==> config.mk <==
export PLATFORM = sky130hd
export DESIGN_NAME = rob_completion_arbiter_flat
export DESIGN_NICKNAME = d
export VERILOG_FILES = /design/src/rtl/rob_completion_arbiter_pkg.sv /design/src/rtl/rob_completion_arbiter_if.sv /design/src/rtl/rob_completion_arbiter_rr_arbiter.sv /design/src/rtl/rob_completion_arbiter.sv /design/src/flat_wrapper.sv
export SDC_FILE = /design/constraint.sdc
export NUM_CORES = 1
export LEC_CHECK = 0
export CORE_UTILIZATION = 25
export DETAILED_ROUTE_END_ITERATION = 7
export PLACE_DENSITY = 0.46
export SLEW_MARGIN = 20
export SYNTH_ARGS = -nofsm -noshare
export SYNTH_HDL_FRONTEND = slang
export SYNTH_SLANG_ARGS = --single-unit
==> constraint.sdc <==
create_clock -name clock -period 3.95 [get_ports clock]
set_clock_uncertainty 0.05 [all_clocks]
set_input_delay 0.79 -clock clock [delete_from_list [all_inputs] [get_ports clock]]
set_output_delay 0.79 -clock clock [all_outputs]
set_load 0.1 [all_outputs]
==> src/rtl/rob_completion_arbiter_pkg.sv <==
// ----------------------------------------------------------------------------
// rv32_sched_pkg
//   Shared scheduler types and defaults for the ROB completion path.
//   - NUM_UNITS_DEF / ROB_ADDR_WIDTH_DEF : default sizing of the arbiter
//   - rob_idx_t                          : ROB index at the default width
//   - unit_id_t                          : execution-unit id (covers up to 8 units)
//   - wrap_idx()                         : (base + off) wrapped into 0..n-1
// ----------------------------------------------------------------------------
package rv32_sched_pkg;

    localparam int NUM_UNITS_DEF      = 4;
    localparam int ROB_ADDR_WIDTH_DEF = 5;
    localparam int MAX_UNITS          = 8;
    localparam int UNIT_ID_W          = $clog2(MAX_UNITS);

    typedef logic [ROB_ADDR_WIDTH_DEF-1:0] rob_idx_t;
    typedef logic [UNIT_ID_W-1:0]          unit_id_t;

    // base and off are both below n, so one conditional subtract is enough.
    function automatic int wrap_idx(input int base, input int off, input int n);
        int sum;
        sum = base + off;
        return (sum >= n) ? (sum - n) : sum;
    endfunction

endpackage

==> src/rtl/rob_completion_arbiter_if.sv <==
// ----------------------------------------------------------------------------
// rob_completion_arbiter_if
//   Completion bus between the execution units, the arbiter and the ROB.
//   unit_valid     : unit i presents a completion this cycle
//   unit_rob_addr  : ROB index per unit, unit i at [i*W +: W]
//   unit_ready     : unit i's report is accepted at this edge
//   flush          : sync pulse, discard all pending reports
//   complete_instr : to ROB, mark completed_addr complete
//   completed_addr : to ROB, index being completed
//   Modports: slave = arbiter side, master = units/ROB side.
// ----------------------------------------------------------------------------
interface rob_completion_arbiter_if #(
    parameter int NUM_UNITS      = 4,
    parameter int ROB_ADDR_WIDTH = 5
);
    logic [NUM_UNITS-1:0]                unit_valid;
    logic [NUM_UNITS*ROB_ADDR_WIDTH-1:0] unit_rob_addr;
    logic [NUM_UNITS-1:0]                unit_ready;
    logic                                flush;
    logic                                complete_instr;
    logic [ROB_ADDR_WIDTH-1:0]           completed_addr;

    modport slave (
        input  unit_valid, unit_rob_addr, flush,
        output unit_ready, complete_instr, completed_addr
    );

    modport master (
        output unit_valid, unit_rob_addr, flush,
        input  unit_ready, complete_instr, completed_addr
    );
endinterface

==> src/rtl/rob_completion_arbiter_rr_arbiter.sv <==
// ----------------------------------------------------------------------------
// rr_arbiter
//   Round-robin arbiter with a rotating priority pointer.
//   clock, reset   : clock, async active-low reset
//   req_i          : request vector
//   flush_i        : suppress any grant this cycle and return pointer to 0
//   grant_o        : one-hot grant, first request at/after the pointer
//   grant_valid_o  : some request was granted
//   grant_idx_o    : binary index of the granted requester
// ----------------------------------------------------------------------------
module rr_arbiter
    import rv32_sched_pkg::*;
#(
    parameter  int NUM_UNITS = NUM_UNITS_DEF,
    localparam int IDX_W     = $clog2(NUM_UNITS)
) (
    input  logic                 clock,
    input  logic                 reset,
    input  logic [NUM_UNITS-1:0] req_i,
    input  logic                 flush_i,
    output logic [NUM_UNITS-1:0] grant_o,
    output logic                 grant_valid_o,
    output logic [IDX_W-1:0]     grant_idx_o
);

    logic [IDX_W-1:0] ptr_q, ptr_d;
    logic [IDX_W-1:0] cand_idx;

    // NOTE: every output of a combinational block is given a default before
    // any branch, so no path leaves a value unassigned and no latch appears.
    always_comb begin
        grant_o       = '0;
        grant_valid_o = 1'b0;
        grant_idx_o   = '0;
        cand_idx      = '0;
        if (!flush_i) begin
            for (int off = 0; off < NUM_UNITS; off++) begin
                cand_idx = IDX_W'(wrap_idx(int'(ptr_q), off, NUM_UNITS));
                if (!grant_valid_o && req_i[cand_idx]) begin
                    grant_valid_o     = 1'b1;
                    grant_idx_o       = cand_idx;
                    grant_o[cand_idx] = 1'b1;
                end
            end
        end
    end

    // Pointer moves just past the winner so it has lowest priority next time.
    always_comb begin
        ptr_d = ptr_q;
        if (flush_i) begin
            ptr_d = '0;
        end else if (grant_valid_o) begin
            ptr_d = IDX_W'(wrap_idx(int'(grant_idx_o), 1, NUM_UNITS));
        end
    end

    // NOTE: state registers use non-blocking assignments so every flop samples
    // its inputs from before the edge, independent of process ordering.
    always_ff @(posedge clock or negedge reset) begin
        if (!reset) begin
            ptr_q <= '0;
        end else begin
            ptr_q <= ptr_d;
        end
    end

endmodule

==> src/rtl/rob_completion_arbiter.sv <==
// ----------------------------------------------------------------------------
// rob_completion_arbiter
//   Funnels completion reports from NUM_UNITS execution units into the ROB's
//   single completion port. Each unit owns a 1-entry holding buffer; a
//   round-robin arbiter grants one buffered report per cycle and the granted
//   ROB index is driven to the ROB from a register.
//
//   clock   : system clock, rising edge
//   reset   : asynchronous, active-low reset
//   bus     : rob_completion_arbiter_if.slave (unit handshake + ROB port)
//   stall_cnt (COMPL_ARB_PERF_CNT_EN only): NUM_UNITS x 16-bit saturating
//             counts of cycles with unit_valid[i] && !unit_ready[i];
//             cleared by reset only.
//
//   Optional feature macro: COMPL_ARB_PERF_CNT_EN
// ----------------------------------------------------------------------------
module rob_completion_arbiter
    import rv32_sched_pkg::*;
#(
    parameter int NUM_UNITS      = NUM_UNITS_DEF,
    parameter int ROB_ADDR_WIDTH = ROB_ADDR_WIDTH_DEF
) (
    input  logic                      clock,
    input  logic                      reset,
    rob_completion_arbiter_if.slave   bus
`ifdef COMPL_ARB_PERF_CNT_EN
    ,
    output logic [NUM_UNITS*16-1:0]   stall_cnt
`endif
);

    localparam int IDX_W = $clog2(NUM_UNITS);

    logic [NUM_UNITS-1:0]      buf_valid_q, buf_valid_d;
    logic [ROB_ADDR_WIDTH-1:0] buf_addr_q [NUM_UNITS];
    logic [ROB_ADDR_WIDTH-1:0] buf_addr_d [NUM_UNITS];

    logic                      complete_instr_q, complete_instr_d;
    logic [ROB_ADDR_WIDTH-1:0] completed_addr_q, completed_addr_d;

    logic [NUM_UNITS-1:0]      grant;
    logic                      grant_valid;
    logic [IDX_W-1:0]          grant_idx;
    logic [NUM_UNITS-1:0]      unit_ready;
    logic [NUM_UNITS-1:0]      accept;

    rr_arbiter #(
        .NUM_UNITS (NUM_UNITS)
    ) u_rr_arbiter (
        .clock         (clock),
        .reset         (reset),
        .req_i         (buf_valid_q),
        .flush_i       (bus.flush),
        .grant_o       (grant),
        .grant_valid_o (grant_valid),
        .grant_idx_o   (grant_idx)
    );

    // A slot can take a new report when empty or when its current report is
    // leaving this edge. Depends only on state and flush, never on unit_valid.
    assign unit_ready     = {NUM_UNITS{~bus.flush}} & (~buf_valid_q | grant);
    assign accept         = bus.unit_valid & unit_ready;
    assign bus.unit_ready = unit_ready;

    // Holding buffers: a same-edge accept overrides the grant's clear.
    always_comb begin
        buf_valid_d = buf_valid_q;
        buf_addr_d  = buf_addr_q;
        for (int i = 0; i < NUM_UNITS; i++) begin
            if (bus.flush) begin
                buf_valid_d[i] = 1'b0;
            end else if (accept[i]) begin
                buf_valid_d[i] = 1'b1;
                buf_addr_d[i]  = bus.unit_rob_addr[i*ROB_ADDR_WIDTH +: ROB_ADDR_WIDTH];
            end else if (grant[i]) begin
                buf_valid_d[i] = 1'b0;
            end
        end
    end

    // Grant is already suppressed during flush, so complete_instr drops there.
    always_comb begin
        complete_instr_d = grant_valid;
        completed_addr_d = completed_addr_q;
        if (grant_valid) begin
            completed_addr_d = buf_addr_q[grant_idx];
        end
    end

    always_ff @(posedge clock or negedge reset) begin
        if (!reset) begin
            buf_valid_q      <= '0;
            complete_instr_q <= 1'b0;
            completed_addr_q <= '0;
        end else begin
            buf_valid_q      <= buf_valid_d;
            complete_instr_q <= complete_instr_d;
            completed_addr_q <= completed_addr_d;
        end
    end

    // NOTE: payload storage is not reset; buf_valid_q qualifies every read,
    // so stale contents after reset are never observed.
    always_ff @(posedge clock) begin
        buf_addr_q <= buf_addr_d;
    end

    assign bus.complete_instr = complete_instr_q;
    assign bus.completed_addr = completed_addr_q;

`ifdef COMPL_ARB_PERF_CNT_EN
    logic [15:0] stall_cnt_q [NUM_UNITS];

    // Counters survive flush; only reset clears them.
    always_ff @(posedge clock or negedge reset) begin
        if (!reset) begin
            for (int i = 0; i < NUM_UNITS; i++) begin
                stall_cnt_q[i] <= '0;
            end
        end else begin
            for (int i = 0; i < NUM_UNITS; i++) begin
                if (bus.unit_valid[i] && !unit_ready[i] && (stall_cnt_q[i] != 16'hFFFF)) begin
                    stall_cnt_q[i] <= stall_cnt_q[i] + 16'd1;
                end
            end
        end
    end

    always_comb begin
        stall_cnt = '0;
        for (int i = 0; i < NUM_UNITS; i++) begin
            stall_cnt[i*16 +: 16] = stall_cnt_q[i];
        end
    end
`endif

endmodule

==> src/flat_wrapper.sv <==
// flat-port wrapper written by rule: the top's interface ports become plain ports
module rob_completion_arbiter_flat import rv32_sched_pkg::*;
#(
    parameter int NUM_UNITS      = NUM_UNITS_DEF,
    parameter int ROB_ADDR_WIDTH = ROB_ADDR_WIDTH_DEF
)
  (clock, reset, bus_unit_valid, bus_unit_rob_addr, bus_flush, bus_unit_ready, bus_complete_instr, bus_completed_addr);
  rob_completion_arbiter_if #(.NUM_UNITS(NUM_UNITS), .ROB_ADDR_WIDTH(ROB_ADDR_WIDTH)) bus_i ();
  input  logic clock;
  input  logic reset;
  input wire logic [$bits(bus_i.unit_valid)-1:0] bus_unit_valid;
  input wire logic [$bits(bus_i.unit_rob_addr)-1:0] bus_unit_rob_addr;
  input wire logic [$bits(bus_i.flush)-1:0] bus_flush;
  output wire logic [$bits(bus_i.unit_ready)-1:0] bus_unit_ready;
  output wire logic [$bits(bus_i.complete_instr)-1:0] bus_complete_instr;
  output wire logic [$bits(bus_i.completed_addr)-1:0] bus_completed_addr;
  assign bus_i.unit_valid = bus_unit_valid;
  assign bus_i.unit_rob_addr = bus_unit_rob_addr;
  assign bus_i.flush = bus_flush;
  assign bus_unit_ready = bus_i.unit_ready;
  assign bus_complete_instr = bus_i.complete_instr;
  assign bus_completed_addr = bus_i.completed_addr;
  rob_completion_arbiter #(.NUM_UNITS(NUM_UNITS), .ROB_ADDR_WIDTH(ROB_ADDR_WIDTH)) u_core (.clock(clock), .reset(reset), .bus(bus_i));
endmodule
# After elaboration in Yosys (flattened, before gate mapping)
# Index checks and enable logic that the tools add are counted.
[word_totals]
ff_bits = 32
inputBits = 27
out_inout_bits = 10
wordCells = 121
[op_classes]
n_addsub = 9
order_cmp = 14
muxes = 59
bitwise_logic = 9
n_reduce_logical = 19
[op_table]
columns = ["cell", "count"]
rows = [
  ["4-bit 2-to-1 mux", 8],
  ["1-bit 2-to-1 mux", 28],
  ["2-bit 2-to-1 mux", 12],
  ["4-bit OR", 4],
  ["3-bit >= comparator, second input constant", 5],
  ["2-bit by 3-bit < comparator with 1-bit output, second input constant", 4],
  ["3-bit nonzero test", 4],
  ["5-bit binary-select mux with 2-bit select", 1],
  ["5-bit 2-to-1 mux", 2],
  ["2-bit by 1-bit subtractor with 2-bit output, second input constant", 5],
  ["4-bit bitwise AND", 2],
  ["1-bit binary-select mux with 2-bit select", 4],
  ["1-bit demux with 2-bit select", 4],
  ["2-bit by 1-bit >= comparator with 1-bit output, second input constant", 4],
  ["2-bit AND reduction", 4],
  ["1-bit logical AND", 7],
  ["2-bit by 1-bit adder with 3-bit output, second input constant", 2],
  ["2-bit by 2-bit adder with 3-bit output, second input constant", 2],
  ["4-bit inverter", 1],
  ["2-bit by 3-bit >= comparator with 1-bit output, second input constant", 1],
  ["1-bit zero test", 3],
  ["2-bit inverter with 3-bit output", 1],
  ["2-bit nonzero test", 1],
  ["1-bit inverter", 1],
]

# Longest topological paths before layout
# Gate-level depths: netlist (run 1).
[logic_depth]
word_depth = 23
ltp_mapped = 11
ltp_nobuf = 8

# Cells and area by module
# Synthesis (run 1) repeated with hierarchy kept, for this count alone.
[hier_totals]
hier_cells = 133
hier_area_um2 = 1749.2
[by_module_without_submodules]
columns = ["mod", "instances", "cells_per_inst", "area_per_inst_um2", "seq_area_each_um2"]
rows = [
  ["rob_completion_arbiter", 1, 70, 1162.4, 850.8],
  ["rr_arbiter", 1, 63, 586.8, 50.0],
]

# Least setup slack after synthesis (run 1)
# OpenSTA, ideal clock, no wires.
[synth_path]
path_kind = "register -> output"
startpoint = "reg u_core.u_rr_arbiter.ptr_q[0]"
endpoint = "out bus_unit_ready[2]"
arrival_ns = 4.175
t_required_ns = 3.110
slack_ns = -1.065
path_stages_with_launch = 11
n_path_buf = 3
path_cell_list = "dfrtp_1 > buf_2 > inv_1 > ha_1 > buf_6 > mux4_2 > nor2b_4 > buf_6 > a22oi_1 > or2_1 > a31oi_1"
[synth_via]
elab_chain_cells = 20
elab_cells_between_ends = 68
classes_between = "7 x add/sub; 12 x order compare; 34 x mux; 5 x bitwise; 10 x reduce/logical"
[synth_rtl]
columns = ["item", "line", "rtl"]
rows = [
  ["start: declaration", "rob_completion_arbiter_rr_arbiter.sv:26", "logic [IDX_W-1:0] ptr_q, ptr_d;"],
  ["start signal: assignment", "rob_completion_arbiter_rr_arbiter.sv:64", "ptr_q <= ptr_d;"],
  ["branches (longest 16 deep; another with 2-bit by 1-bit adder with 3-bit output)", "--", ""],
  ["4-bit 2-to-1 mux *", "rob_completion_arbiter_rr_arbiter.sv:39", "if (!grant_valid_o && req_i[cand_idx]) begin"],
  ["4-bit 2-to-1 mux *", "rob_completion_arbiter_rr_arbiter.sv:36", "if (!flush_i) begin"],
  ["4-bit OR *", "rob_completion_arbiter.sv:61", "assign unit_ready = {NUM_UNITS{~bus.flush}} & (~buf_valid_q | grant);"],
  ["4-bit bitwise AND *", "rob_completion_arbiter.sv:61", ""],
  ["end: declaration", "flat_wrapper.sv:14", "output wire logic [$bits(bus_i.unit_ready)-1:0] bus_unit_ready;"],
]
# Mark *: on every way between the ends. The select of a mux whose other input is x is not followed.

# Worst setup path after layout (run 1)
[layout_path]
startpoint = "reg u_core.u_rr_arbiter.ptr_q[1]"
endpoint = "out bus_unit_ready[0]"
# Same word-level chain as after synthesis.

==> results.cfg, run 1 <==
[timing]
post-route-period-util_pct = 94.1
layout_min_cycle_time_ns = 3.72
setup_tns_ns = 0
setup_violations = 0
clock.fmax_ghz = 0.269
rsz0062_at_grt = false
final_max_slew_viol_count = 0
hold_viol = 0
tightest_slew_ns = 0.961
maxSlewHeadroom_pct = 35.7

[cts]
cts_setup_buffers = 0
clk_path_buf_depth = 2
cts_buffers = 5
cts_tree = done
cts.sinks = 32
clk_pin_slew_ns = 0.07
insertion_delay_ns = 0.28
hold_buffers = 0
cts.htree.levels = 2
clockRootBuffer = clkbuf_8

[route]
vias = 1639
wirelength_um = 5130
ant_nets = 0
via_per_inst = 4.82
dr.pass1.iters = 4
drt_iter0_markers = 95
route.detailed.drc = 0
avgRoutedWirePerCell_um = 15.1

[synthesis]
synth_top_area_share_pct = 28.9
netlist_instances = 201
synth_edf_count = 20
synth_seq_cells = 32
syn_area_sq_mm = 0.00208
syn_area_per_cell_sq_um = 10.4
yosysTopAreaCell = edfxtp_1
yosys_most_used_dff = edfxtp_1
synth_area_leaders = edfxtp_1 (29%), dfrtp_1 (14%), ha_1 (4.8%), nand2_1 (4.7%), a221oi_2 (3.6%)
ys_seq_area_share_pct = 43.3
syn_nets = 236
yosysWarnings = 0
synthArstFlopShare_pct = 37.5
synth_cell_types = 46

[cells_and_area]
drive_gt1_share_pct = 18.5
nNetsFinal = 272
fill_cells = 786
diodes = 0
fin_util_pct = 34.9
final_area_sq_mm = 0.00276
areaGrowthSynthToFinish_pct = 32.4

[die]
die_w_um = 93.2
rows = 32
fp.dieH_um = 93.2
core_sq_mm = 0.00789
dieArea_sq_mm = 0.00869
io_pins = 37
start_util_pct = 26.4

[place]
placed_cell_area_sq_mm = 0.00264
port_buffers = 36
dp_hpwl_um = 3740
gp_congestion = 0.782

[global_route]
grt_pass1_vias = 1530
gr-total-overflow = 0
grt.total_usage_pct = 12.3
antenna_found_initial = 0
grt_pass1_wl_um = 8160
grt_max_degree = 37

[worst_setup_path]
arrival_ns = 2.88
critical_path.reg2reg.endpoint = u_core.buf_addr_q[8]$_DFFE_PP_
end_kind = output pin
crit_path_start = u_core.u_rr_arbiter.ptr_q[1]$_DFFE_PN0P_
critPathLaunchType = register
r2r_start = u_core.u_rr_arbiter.ptr_q[1]$_DFFE_PN0P_
crit_path_end = bus_unit_ready[0]
crit_fanout = 8
r2r_cells = 9
cp.required_ns = 3.11
worstSetupPathType = register to output pin
rrSetupSlack_ns = 0.86

[worst_hold_path]
holdCritPathClass = register to register

[flow_run]
drv_cap = 0

[power_and_ir_drop]
ir_drop_uv = 203
power.leakage_nw = 0.983
power_density_mw_per_mm2 = 750

[status]
outcome = completed
## per-layer routing
| metal | vias up | GRT usage [%] | part of all wire, % |
|---|---|---|---|
| met1 | 789 | 17.8 | 51 |
| met3 | 4 | 2.03 | 2.3 |
| met4 | 0 | 3.46 | 1.2 |
| met2 | 32 | 18.7 | 45 |
| met5 | - | 0 | 0 |
| li1 | 814 | - | - |
## cell families after synthesis
group,Yosys count,share of synthesized area (%)
flops,32,43.3
fa+ha+maj,8,4.81
xor+xnor,1,0.421
simple gates,93,23.5
buf+inv,18,4.81
compound gates,43,18.5
mux,6,4.69
## flip-flops by register name (all words and copies together) (netlist names)
register,count
u_core.bus.complete_instr,1
u_core.u_rr_arbiter.ptr_q,2
u_core.bus.completed_addr,5
u_core.buf_valid_q,4
u_core.buf_addr_q,20
## cell usage after synthesis (2+ instances only)
| cell | n |
|---|---|
| dfrtp_1 | 12 |
| a221oi_2 | 5 |
| mux2i_1 | 3 |
| clkbuf_1 | 6 |
| buf_6 | 3 |
| nand3b_1 | 2 |
| and3_1 | 5 |
| nand3_1 | 6 |
| nor2b_1 | 5 |
| nand2b_1 | 3 |
| or2_1 | 3 |
| nand2_1 | 26 |
| inv_1 | 2 |
| a31oi_1 | 6 |
| a22oi_1 | 3 |
| mux4_2 | 3 |
| a21boi_0 | 2 |
| a21oi_1 | 3 |
| a211oi_2 | 4 |
| a211o_1 | 2 |
| nor3_1 | 13 |
| and4_1 | 5 |
| and2_1 | 4 |
| o21ai_0 | 8 |
| edfxtp_1 | 20 |
| nor2_1 | 16 |
| ha_1 | 8 |
| buf_2 | 5 |
## worst max-delay path, stage by stage (launching register included)
cell     delay, ns
dfrtp_2       0.47
inv_1         0.17
ha_1          0.28
buf_4         0.18
or3b_1        0.37
a211o_1       0.25
a21oi_1       0.20
o21ai_0       0.20
a31oi_4       0.26
buf_12        0.21
## how the worst min path moves through the flow
stage / start / to / slack, ns / cells after the start
after floorplan: reset / u_core.buf_valid_q[0]$_DFFE_PN0P_ / 0.44 / 0
after global placement: u_core.buf_addr_q[6]$_DFFE_PP_ / u_core.bus.completed_addr[1]$_DFFE_PN0P_ / 0.51 / 2
after detailed placement: u_core.buf_addr_q[6]$_DFFE_PP_ / u_core.bus.completed_addr[1]$_DFFE_PN0P_ / 0.51 / 2
after CTS: u_core.bus.completed_addr[4]$_DFFE_PN0P_ / u_core.bus.completed_addr[4]$_DFFE_PN0P_ / 0.53 / 2
after global routing: u_core.buf_addr_q[7]$_DFFE_PP_ / u_core.bus.completed_addr[2]$_DFFE_PN0P_ / 0.55 / 2
final: u_core.buf_addr_q[6]$_DFFE_PP_ / u_core.bus.completed_addr[1]$_DFFE_PN0P_ / 0.52 / 2
## where the power goes
part / switching (W) / internal (W)
registers: 0.0000495 / 0.000423
logic: 0.000821 / 0.000440
clock network: 0.000128 / 0.000203
total: 0.000999 / 0.00107
## per-stage QoR
step           instances  hold slack [ns]  power, W  setup WS, ns
2_1_floorplan        201            0.444   0.00147        0.0466
3_3_place_gp         332            0.507   0.00174         0.472
3_5_place_dp         332            0.514   0.00174         0.434
4_1_cts              340            0.528   0.00208         0.123
5_1_grt              340            0.547   0.00219        0.0184
6_report             340            0.521   0.00207         0.232
## timing repair
action / 4_1_cts / 5_1_grt
hold endpoints to repair: 0 / 0
endpoints found under the setup margin: 0 / 4
gates resized for setup: 0 / 1
## final cells by class
cell class              instances  area, sq um  area share [%]
flip-flops and latches         32          903            32.8
clock buffers                   6         82.6            3.00
multi-input cells             151         1130            41.1
clock inverters                 2         33.8            1.23
well taps                     102          128            4.63
repair buffers                 45          468            17.0
inverters                       2         7.51           0.272
## cells in the final DEF, fill, tap and decap left out, types with 5 or more instances in the layout
cell | netlist | final
dfrtp_1 | 12 | 10
clkbuf_8 | 0 | 6
and3_1 | 5 | 5
nand3_1 | 6 | 6
edfxtp_1 | 20 | 20
and4_1 | 5 | 5
ha_1 | 8 | 8
nor2_1 | 16 | 15
buf_4 | 1 | 9
o21ai_0 | 8 | 8
nor2b_1 | 5 | 5
nor3_1 | 13 | 13
a221oi_2 | 5 | 5
nand2_1 | 26 | 26
clkdlybuf4s50_1 | 0 | 32
No activity file was read; power rests on OpenSTA's default activity.
==> run 2, diff against run 1 <==
--- a/config.mk
+++ b/config.mk
@@ -7,7 +7,8 @@
 export LEC_CHECK = 0
 export CORE_UTILIZATION = 25
 export DETAILED_ROUTE_END_ITERATION = 7
-export PLACE_DENSITY = 0.46
+export DONT_BUFFER_PORTS = 1
+export PLACE_DENSITY = 0.4
 export SLEW_MARGIN = 20
 export SYNTH_ARGS = -nofsm -noshare
 export SYNTH_HDL_FRONTEND = slang
==> run 2 against run 1 <==
Largest cell class unchanged; non-clock buffer count decreased by 35; power decreased by 6.4%; die area unchanged; highest routed layer unchanged; cell count decreased by 10%; hold slack got worse by 0.38 ns; register-to-register slack got worse by 0.22 ns; wire length decreased by 0.88%; critical path type unchanged; final area decreased by 14%; worst setup slack got worse by 0.026 ns; combinational power decreased by 27%.
==> results.cfg, run 2 (same netlist as run 1, synthesis figures left out) <==
[place]
placed_cell_area_sq_mm = 0.00226
gp_congestion = 0.796
dp_hpwl_um = 3580
port_buffers = 0

[die]
die_w_um = 93.2
rows = 32
start_util_pct = 26.4
core_sq_mm = 0.00789
dieArea_sq_mm = 0.00869
io_pins = 37
fp.dieH_um = 93.2

[timing]
setup_tns_ns = 0
hold_viol = 0
final_max_slew_viol_count = 0
finalHoldWorstSlack_ns = 0.138
maxSlewHeadroom_pct = 39.2
tightest_slew_ns = 0.912
clock.fmax_ghz = 0.267
setup_violations = 0
rsz0062_at_grt = false
layout_min_cycle_time_ns = 3.74
post-route-period-util_pct = 94.8

[cells_and_area]
largest_reg_flops = 20
top_register = u_core.buf_addr_q
drive_gt1_share_pct = 20.7
final_common_cell = nand2_1
final_area_sq_mm = 0.00237
fin_util_pct = 30.1
fill_cells = 784
most-common-layout-cells = nand2_1 (26), edfxtp_1 (20), nor2_1 (15)
areaGrowthSynthToFinish_pct = 14.1
nNetsFinal = 237
diodes = 0

[worst_setup_path]
rrSetupSlack_ns = 0.64
crit_path_end = bus_unit_ready[0]
r2r_cells = 10
cp.required_ns = 3.11
arrival_ns = 2.90
worstSetupPathType = register to output pin
critPathLaunchType = register
r2r_start = u_core.u_rr_arbiter.ptr_q[1]$_DFFE_PN0P_
critical_path.reg2reg.endpoint = u_core.buf_addr_q[8]$_DFFE_PP_
crit_fanout = 8
end_kind = output pin
crit_path_start = u_core.u_rr_arbiter.ptr_q[1]$_DFFE_PN0P_

[global_route]
gr-total-overflow = 0
grt_pass1_wl_um = 8190
grt.total_usage_pct = 12.6
grt_pass1_vias = 1449
antenna_found_initial = 0
grt_max_degree = 37

[power_and_ir_drop]
power_frac_seq_pct = 36.0
power.switching_w = 0.000978
ir_drop_uv = 246
power_density_mw_per_mm2 = 815
switching_share_pct = 50.6
p_clk_share_pct = 16.7
power.leakage_nw = 0.827
p_int_w = 0.000956
combPwrFrac_pct = 47.4

[cts]
cts_tree = done
cts.htree.levels = 2
insertion_delay_ns = 0.29
cts_buffers = 5
cts.sinks = 32
clockRootBuffer = clkbuf_8
clk_path_buf_depth = 2
clk_pin_slew_ns = 0.08

[route]
dr.pass1.iters = 4
dr_wl_met2_um = 2270
met3_length_um = 238
avgRoutedWirePerCell_um = 16.7
wl_met1_um = 2560
drt_iter0_markers = 86
via_per_inst = 4.97
vias = 1515
wirelength_um = 5090
ant_nets = 0
top_layer_used = met4
route.detailed.drc = 0

[worst_hold_path]
holdCritPathClass = input port to asynchronous set/reset pin

[flow_run]
drv_cap = 0

[status]
outcome = completed
-- run 2: cell types whose count changed in the layout (fill, tap and decap cells not counted) --
cell	delta
buf_12	-3
buf_4	-1
buf_6	+1
clkbuf_8	-1
clkdlybuf4s50_1	-32
clkinv_1	-1
clkinv_2	+1
clkinvlp_4	+1
-- run 2: how the worst min path moves through the flow --
stage	end	from	cells past startpoint
3_5_place_dp	u_core.bus.completed_addr[0]$_DFFE_PN0P_	reset	0
3_3_place_gp	u_core.buf_valid_q[3]$_DFFE_PN0P_	reset	0
2_1_floorplan	u_core.buf_valid_q[0]$_DFFE_PN0P_	reset	0
6_report	u_core.buf_valid_q[3]$_DFFE_PN0P_	reset	0
5_1_grt	u_core.bus.complete_instr$_DFF_PN0_	reset	0
4_1_cts	u_core.buf_valid_q[3]$_DFFE_PN0P_	reset	0
-- run 2: critical path: stages (launching register included) --
cell and delay, ns:
dfrtp_2 0.47, inv_1 0.15, ha_1 0.28, buf_4 0.18, or3b_1 0.37, a211o_1 0.25
a21oi_1 0.20, o21ai_0 0.23, a31oi_4 0.24, buf_6 0.25
-- run 2: what timing repair did --
item	4_1_cts	5_1_grt
hold buffers	0	0
endpoints found under the hold margin	0	0
buffers inserted	0	0
resized for setup	0	2
endpoints found under the setup margin	0	3
-- run 2: layout make-up --
cell class	count	area, sq um	area share (%)
Multi-Input combinational cell	151	1130	47.7
Sequential cell	32	903	38.1
Tap cell	102	128	5.38
Timing Repair Buffer	10	91.3	3.85
Clock buffer	5	68.8	2.90
Clock inverter	3	42.5	1.79
Inverter	2	7.51	0.316
-- run 2: power groups by stage --
stage | logic (W) | clock network [W] | registers [W]
3_5_place_dp | 0.000917 | 0 | 0.000704
4_1_cts | 0.000922 | 0.000331 | 0.000696
2_1_floorplan | 0.000778 | 0 | 0.000688
5_1_grt | 0.00101 | 0.000348 | 0.000707
3_3_place_gp | 0.000925 | 0 | 0.000704
6_report | 0.000916 | 0.000322 | 0.000696
-- run 2: per-stage QoR --
stage | total power, W | setup WS, ns | cells
after CTS | 0.00195 | 0.0736 | 305
after floorplan | 0.00147 | 0.0466 | 201
after global placement | 0.00163 | 0.415 | 297
after detailed placement | 0.00162 | 0.407 | 297
final | 0.00193 | 0.207 | 305
after global routing | 0.00206 | 0.0814 | 305
-- run 2: metal layers --
layer	vias up	global-route usage [%]
met5	-	0
met4	0	3.46
met3	2	3.17
met2	44	19.0
met1	727	17.7
li1	742	-
